File: src/rtl/bp_pkg.sv
// Shared types and helpers for the branch predictor: BTB entry layout,
// 2-bit counter encodings and saturating counter arithmetic.
package bp_pkg;

    localparam logic [1:0] CTR_SNT = 2'd0;
    localparam logic [1:0] CTR_WNT = 2'd1;
    localparam logic [1:0] CTR_WT  = 2'd2;
    localparam logic [1:0] CTR_ST  = 2'd3;

    // Tag is held at full width here; the array stores only the live TAG_W bits.
    typedef struct packed {
        logic        valid;
        logic [31:0] tag;
        logic [31:0] target;
        logic [1:0]  ctr;
    } btb_entry_t;

    function automatic logic [1:0] sat_inc(input logic [1:0] c);
        return (c == CTR_ST) ? c : c + 2'd1;
    endfunction

    function automatic logic [1:0] sat_dec(input logic [1:0] c);
        return (c == CTR_SNT) ? c : c - 2'd1;
    endfunction

endpackage

File: src/rtl/btb_array.sv
// Direct-mapped BTB storage: two combinational read ports (fetch, EX),
// one synchronous write port, one synchronous invalidate port, reset clear.
module btb_array
    import bp_pkg::*;
#(
    parameter int ENTRIES = 16,
    parameter int TAG_W   = 3,
    parameter int IDX_W   = $clog2(ENTRIES)
) (
    input  logic             clk,
    input  logic             reset,
    input  logic [IDX_W-1:0] rd_a_idx_i,
    output btb_entry_t       rd_a_o,
    input  logic [IDX_W-1:0] rd_b_idx_i,
    output btb_entry_t       rd_b_o,
    input  logic             wr_en_i,
    input  logic [IDX_W-1:0] wr_idx_i,
    input  btb_entry_t       wr_entry_i,
    input  logic             inv_en_i,
    input  logic [IDX_W-1:0] inv_idx_i
);

    logic [ENTRIES-1:0]             valid_q;
    logic [ENTRIES-1:0][TAG_W-1:0]  tag_q;
    logic [ENTRIES-1:0][31:0]       target_q;
    logic [ENTRIES-1:0][1:0]        ctr_q;

    // Upper tag bits of the shared struct are always zero by construction.
    logic unused_tag_hi;
    assign unused_tag_hi = ^wr_entry_i.tag[31:TAG_W];

    function automatic btb_entry_t read_entry(input logic [IDX_W-1:0] i);
        btb_entry_t r;
        r                  = '0;
        r.valid            = valid_q[i];
        r.tag[TAG_W-1:0]   = tag_q[i];
        r.target           = target_q[i];
        r.ctr              = ctr_q[i];
        return r;
    endfunction

    assign rd_a_o = read_entry(rd_a_idx_i);
    assign rd_b_o = read_entry(rd_b_idx_i);

    always_ff @(posedge clk) begin
        if (reset) begin
            valid_q  <= '0;
            tag_q    <= '0;
            target_q <= '0;
            for (int i = 0; i < ENTRIES; i++) begin
                ctr_q[i] <= CTR_WNT;
            end
        end else begin
            if (wr_en_i) begin
                valid_q[wr_idx_i]  <= wr_entry_i.valid;
                tag_q[wr_idx_i]    <= wr_entry_i.tag[TAG_W-1:0];
                target_q[wr_idx_i] <= wr_entry_i.target;
                ctr_q[wr_idx_i]    <= wr_entry_i.ctr;
            end
            if (inv_en_i) begin
                valid_q[inv_idx_i] <= 1'b0;
            end
        end
    end

endmodule

File: src/rtl/branch_predict_unit.sv
// Branch prediction unit: BTB lookup at fetch, outcome resolution, redirect,
// table training and branch/mispredict statistics at EX.
module branch_predict_unit
    import bp_pkg::*;
#(
    parameter int PC_W    = 9,
    parameter int ENTRIES = 16,
    parameter int CNT_W   = 32
) (
    input  logic             clk,
    input  logic             reset,
    input  logic [PC_W-1:0]  if_pc,
    output logic             pred_taken,
    output logic [31:0]      pred_target,
    input  logic             ex_valid,
    input  logic [PC_W-1:0]  ex_pc,
    input  logic [31:0]      ex_imm,
    input  logic             ex_is_branch,
    input  logic             ex_is_jal,
    input  logic             ex_jalr_sel,
    input  logic             ex_branch_cond,
    input  logic [31:0]      ex_alu_result,
    input  logic             ex_pred_taken,
    input  logic [31:0]      ex_pred_target,
    output logic [31:0]      pc_plus_4,
    output logic [31:0]      pc_plus_imm,
    output logic             redirect,
    output logic [31:0]      redirect_pc,
    output logic [CNT_W-1:0] branch_cnt,
    output logic [CNT_W-1:0] mispredict_cnt
);

    localparam int IDX_W = $clog2(ENTRIES);
    localparam int TAG_W = PC_W - IDX_W - 2;

    logic [IDX_W-1:0] if_idx, ex_idx;
    logic [PC_W-1:0]  if_tag_full, ex_tag_full;
    btb_entry_t       if_ent, ex_ent, wr_entry;
    logic             if_hit, ex_hit, wr_en, inv_en;
    logic             ctrl, actual_taken;
    logic [31:0]      ex_pc_ext, actual_target;
    logic [CNT_W-1:0] branch_cnt_q, branch_cnt_d, mispredict_cnt_q, mispredict_cnt_d;

    assign if_idx      = if_pc[IDX_W+1:2];
    assign ex_idx      = ex_pc[IDX_W+1:2];
    assign if_tag_full = if_pc >> (IDX_W + 2);
    assign ex_tag_full = ex_pc >> (IDX_W + 2);

    btb_array #(
        .ENTRIES (ENTRIES),
        .TAG_W   (TAG_W),
        .IDX_W   (IDX_W)
    ) u_btb (
        .clk        (clk),
        .reset      (reset),
        .rd_a_idx_i (if_idx),
        .rd_a_o     (if_ent),
        .rd_b_idx_i (ex_idx),
        .rd_b_o     (ex_ent),
        .wr_en_i    (wr_en),
        .wr_idx_i   (ex_idx),
        .wr_entry_i (wr_entry),
        .inv_en_i   (inv_en),
        .inv_idx_i  (ex_idx)
    );

    assign if_hit      = if_ent.valid && (if_ent.tag == 32'(if_tag_full));
    assign pred_taken  = if_hit && (if_ent.ctr >= CTR_WT);
    assign pred_target = if_hit ? if_ent.target : 32'd0;

    assign ex_pc_ext     = 32'(ex_pc);
    assign pc_plus_4     = ex_pc_ext + 32'd4;
    assign pc_plus_imm   = ex_pc_ext + ex_imm;
    assign ctrl          = ex_is_branch | ex_is_jal | ex_jalr_sel;
    assign actual_taken  = ex_is_jal | ex_jalr_sel | (ex_is_branch & ex_branch_cond);
    assign actual_target = ex_jalr_sel ? (ex_alu_result & ~32'd1) : pc_plus_imm;

    assign redirect    = ex_valid && ((ex_pred_taken != actual_taken) ||
                                      (actual_taken && (ex_pred_target != actual_target)));
    assign redirect_pc = actual_taken ? actual_target : pc_plus_4;

    assign ex_hit = ex_ent.valid && (ex_ent.tag == 32'(ex_tag_full));

    always_comb begin
        wr_en    = 1'b0;
        inv_en   = 1'b0;
        wr_entry = ex_ent;
        if (ex_valid) begin
            if (ctrl) begin
                if (ex_hit) begin
                    wr_en        = 1'b1;
                    wr_entry.ctr = actual_taken ? sat_inc(ex_ent.ctr) : sat_dec(ex_ent.ctr);
                    if (actual_taken) begin
                        wr_entry.target = actual_target;
                    end
                end else if (actual_taken) begin
                    // Allocation overwrites whatever victim occupies the slot.
                    wr_en           = 1'b1;
                    wr_entry.valid  = 1'b1;
                    wr_entry.tag    = 32'(ex_tag_full);
                    wr_entry.target = actual_target;
                    wr_entry.ctr    = (ex_is_jal | ex_jalr_sel) ? CTR_ST : CTR_WT;
                end
            end else if (ex_hit) begin
                inv_en = 1'b1;
            end
        end
    end

    assign branch_cnt_d     = branch_cnt_q + CNT_W'(ex_valid && ctrl);
    assign mispredict_cnt_d = mispredict_cnt_q + CNT_W'(redirect);

    always_ff @(posedge clk) begin
        if (reset) begin
            branch_cnt_q     <= '0;
            mispredict_cnt_q <= '0;
        end else begin
            branch_cnt_q     <= branch_cnt_d;
            mispredict_cnt_q <= mispredict_cnt_d;
        end
    end

    assign branch_cnt     = branch_cnt_q;
    assign mispredict_cnt = mispredict_cnt_q;

endmodule
File: config.mk
export PLATFORM = sky130hd
export DESIGN_NAME = branch_predict_unit
export DESIGN_NICKNAME = d
export VERILOG_FILES = /design/src/rtl/bp_pkg.sv /design/src/rtl/btb_array.sv /design/src/rtl/branch_predict_unit.sv
export SDC_FILE = /design/constraint.sdc
export NUM_CORES = 2
export LEC_CHECK = 0
export BUFFER_PORTS_ARGS = -buffer_cell sky130_fd_sc_hd__buf_2
export CORE_MARGIN = 3
export CORE_UTILIZATION = 45
export CTS_CLUSTER_DIAMETER = 40
export DETAILED_ROUTE_END_ITERATION = 16
export HOLD_SLACK_MARGIN = 0.03
export PLACE_DENSITY = 0.72
export SYNTH_ARGS = -nofsm -noshare
export SYNTH_HDL_FRONTEND = slang
export SYNTH_SLANG_ARGS = --single-unit
File: constraint.sdc
create_clock -name clk -period 8.2 [get_ports clk]
set_clock_uncertainty 0.05 [all_clocks]
set_input_delay 0.41 -clock clk [delete_from_list [all_inputs] [get_ports clk]]
set_output_delay 0.41 -clock clk [all_outputs]
set_load 0.005 [all_outputs]
==> metrics.md <==
| Metric | Value |
|---|---|
| Root buffer cell | clkbuf_16 |
| Clock latency on the worst-skew pair | 0.64 ns |
| Final hold violation count | 0 |
| Setup crit start kind | input pin |
| Layout cells sized above 1 | 30.3% |
| Net load switching power | 0.00224 W |
| Die area | 84700 um2 |
| Crit path kind | input pin to flip-flop |
| Vias | 28.9k |
| Max H-tree Level | 3 |
| Outcome | finished clean |
| Nets | 3631 |
| Drt via density | 6.26 |
| Grt total ovfl | 0 |
| Cell row count | approximately 100 |
| Synth top area cells | dfxtp_1, mux4_2, a211oi_1 |
| Top-area cell type share of the netlist area | 36.8% |
| Worst-path clk slew | ~0.060 ns |
| Worst slew pin tran | between 1 and 1.5 ns |
| Hold Path Depth | 5 |
| Worst EP required | 8.64 ns |
| 1st-pass router iterations | 7 |
| Die Ht | 291 um |
| CTS max path bufs | 3 |
| Resized Gates After CTS | 0 |
| # DRC | 0 |
| Num Clock Sinks | 672 |
| Post-DP HPWL | 69700 um |
| Pint | 0.00599 W |
| Hold Path Origin | ex_is_branch |
| Cell Area, Synth | 36500 um2 |
| Starting Density | approximately 46% |
| EDFF count, synth | 0 |
| Flop pwr share | 40.9% |
| FMAX | approximately 170 MHz |
| Worst R2R Start | u_btb.tag_q[4] |
| Die Wd | 291 um |
| Yosys reg bits | approximately 670 |
| Net Sw Frac | 27.2% |
| Worst IR Drop VDD | 0.159 mV |
| Syn Area/Cell | 10.7 um2 |
| Pre-CTS WS | 1.69 ns |
| Routed Antenna Nets | 0 |
| Clock power frac | 47.5% |
| Max-cap violations | 0 |
| Average wire per standard cell | 24.7 um |
| Seq/Total Area, Yosys | 36.8% |
| Yosys cell types | 72 |
| Top-count cell post-synth | nor2_1 |
| First-pass GRT wire length | 173000 um |
| Post-Route Setup TNS | 0 ns |
| GPL Wtd Cong | 0.966 |
| Flop2flop setup slack | between 3 and 4 ns |
| Hold_buf cts | 0 |
| CTS tree | yes |
| Area Growth Syn to Fin | 12.1% |
| DRT Wirelength | 114000 um |
| Antenna violations before repair | 5 |
| Post-route minimum period | a little over 6 ns |
| Worst Hold Endpoint | u_btb.valid_q[15] |
| R2r endpoint | u_btb.target_q[255] |
| Tot Pwr | around 0.0082 W |
| Type of the most critical hold path | input pin to flip-flop |
| RSZ-0062 raised after global routing | false |
| All-Layer GR Usage | 26.2% |
| Primary FF master, synth | dfxtp_1 |
| Setup ws final | about 2.1 ns |
| FFs w/ async S/R, synth | 0% |
| Synth top cells by count | nor2_1, dfxtp_1, a211oi_1, mux4_2, a211oi_2 |
| Pin count of the biggest net entering global routing | 147 |
| Final period util | 73.8% |
| Core Region | about 80000 um2 |
| Vias in the first global route | 28.7k |
| Num CTS Buffers | 86 |
| Yosys warns | 0 |
| Port Buffers | 290 |
| Endpoints failing setup | 0 |
| Comb pwr share | roughly 12% |
| Slew margin rel. | between 10% and 20% |
| Iter 0 DRT Violations | 2610 |
| Synth area leader | dfxtp_1 |
| Leakage power | between 10 and 15 nW |
| Crit-path max FO | 60 |
| Pwr/cell area | 201 nW/um2 |
| Arrival time at the worst endpoint | 6.50 ns |
| Ports | ~320 |
| Cells after Synth | 3407 |
| Path depth of the worst reg2reg path | 10 |
| CP Capture Type | flip-flop |
| Setup repair bufs after CTS | 0 |
| Final slew viol count | 0 |
==> cell usage in the layout (no fill, tap or decap), drive strengths merged, types with 9 or more instances in the layout <==
master | netlist | final
nor2 | 731 | 731
dfxtp | 672 | 672
a211oi | 580 | 580
mux4 | 375 | 375
buf | 226 | 359
clkbuf | 158 | 103
xor2 | 68 | 68
xnor2 | 64 | 64
nand2 | 64 | 64
nor2b | 60 | 60
a21oi | 51 | 51
nand3 | 46 | 46
inv | 19 | 38
mux2i | 32 | 32
o21ai | 24 | 24
conb | 1 | 22
nand4 | 22 | 22
nor3 | 21 | 21
and3 | 21 | 21
a211o | 18 | 18
clkinv | 0 | 18
ha | 17 | 17
o22ai | 15 | 15
or3 | 12 | 12
clkinvlp | 0 | 12
nor4 | 11 | 11
a21o | 9 | 9
==> cell type report <==
class / count / area [um2]
inverter: 19 / 71.3
clock buffer: 103 / 2310
sequential: 672 / 13500
timing repair buffer: 359 / 2070
tap: 1050 / 1310
clock inverter: 57 / 666
multi-input combinational: 2353 / 21100
antenna: 3 / 7.51
fill: 6897 / 38800
==> how the worst max path moves through the flow <==
stage / from / to / slack (ns)
3_5_place_dp: ex_pc[2] / mispredict_cnt[31] / 1.69
4_1_cts: ex_pc[2] / mispredict_cnt[31] / 2.37
3_3_place_gp: ex_pc[2] / mispredict_cnt[31] / 1.76
2_1_floorplan: ex_pc[6] / mispredict_cnt[31] / 3.54
6_report: ex_pc[2] / mispredict_cnt[31] / 2.15
5_1_grt: ex_pc[2] / mispredict_cnt[29] / 1.89
==> critical path, cell delays in order <==
cell       delay (ns)
buf_8            0.52
ha_1             0.38
o211a_1          0.19
a21o_1           0.20
a31oi_1          0.11
buf_4            0.21
o32ai_1          0.93
xnor2_1          0.14
o2111ai_1        0.22
a2111oi_0        0.26
and4_1           0.26
a21oi_1          0.60
ha_1             0.31
nand3_1          0.19
nor2_1           0.40
and4_1           0.30
nor2b_1          0.25
nor2b_1          0.28
nand3_1          0.13
xor2_1           0.14
nor2_1           0.05
==> kinds of logic after synthesis <==
family,count (synthesis),share of synthesized area (%)
fa+ha+maj,18,0.637
compound gates,745,17.2
mux,409,24.1
simple gates,1026,12.2
buf+inv,403,5.87
xor+xnor,133,3.23
flops,672,36.8
other cells,1,0.0103
==> registers in the layout (all words and copies together) (netlist names), named ones only <==
| signal | count |
|---|---|
| u_btb.valid_q | 15 |
| u_btb.target_q | 512 |
| u_btb.tag_q | 48 |
| mispredict_cnt | 32 |
| u_btb.ctr_q | 32 |
| branch_cnt | 32 |
==> routing by layer <==
layer / vias up / GRT usage, % / wire (um)
met5: - / 0 / 27
met4: 4 / 14.2 / 6020
met3: 280 / 4.95 / 9610
met2: 1429 / 43.7 / 54700
met1: 14200 / 32.0 / 43500
li1: 13000 / - / -
==> through the flow <==
stage,std cells,hold WS [ns],util (%),area (um2)
2_1_floorplan,3428,0.418,-,36600
3_3_place_gp,4453,0.431,47.6,38000
3_5_place_dp,4453,0.443,47.6,38000
4_1_cts,4613,0.253,51.3,41000
5_1_grt,4616,0.319,51.4,41000
6_report,4616,0.297,51.4,41000
==> power by group through the flow <==
| stage | combinational (W) | sequential (W) | clock [W] |
|---|---|---|---|
| 2_1_floorplan | 0.000633 | 0.00343 | 0 |
| 3_3_place_gp | 0.000929 | 0.00343 | 0 |
| 3_5_place_dp | 0.000934 | 0.00344 | 0 |
| 4_1_cts | 0.000939 | 0.00337 | 0.00394 |
| 5_1_grt | 0.00101 | 0.00337 | 0.00407 |
| 6_report | 0.000951 | 0.00337 | 0.00391 |
No activity file was read; power rests on OpenSTA's default activity.
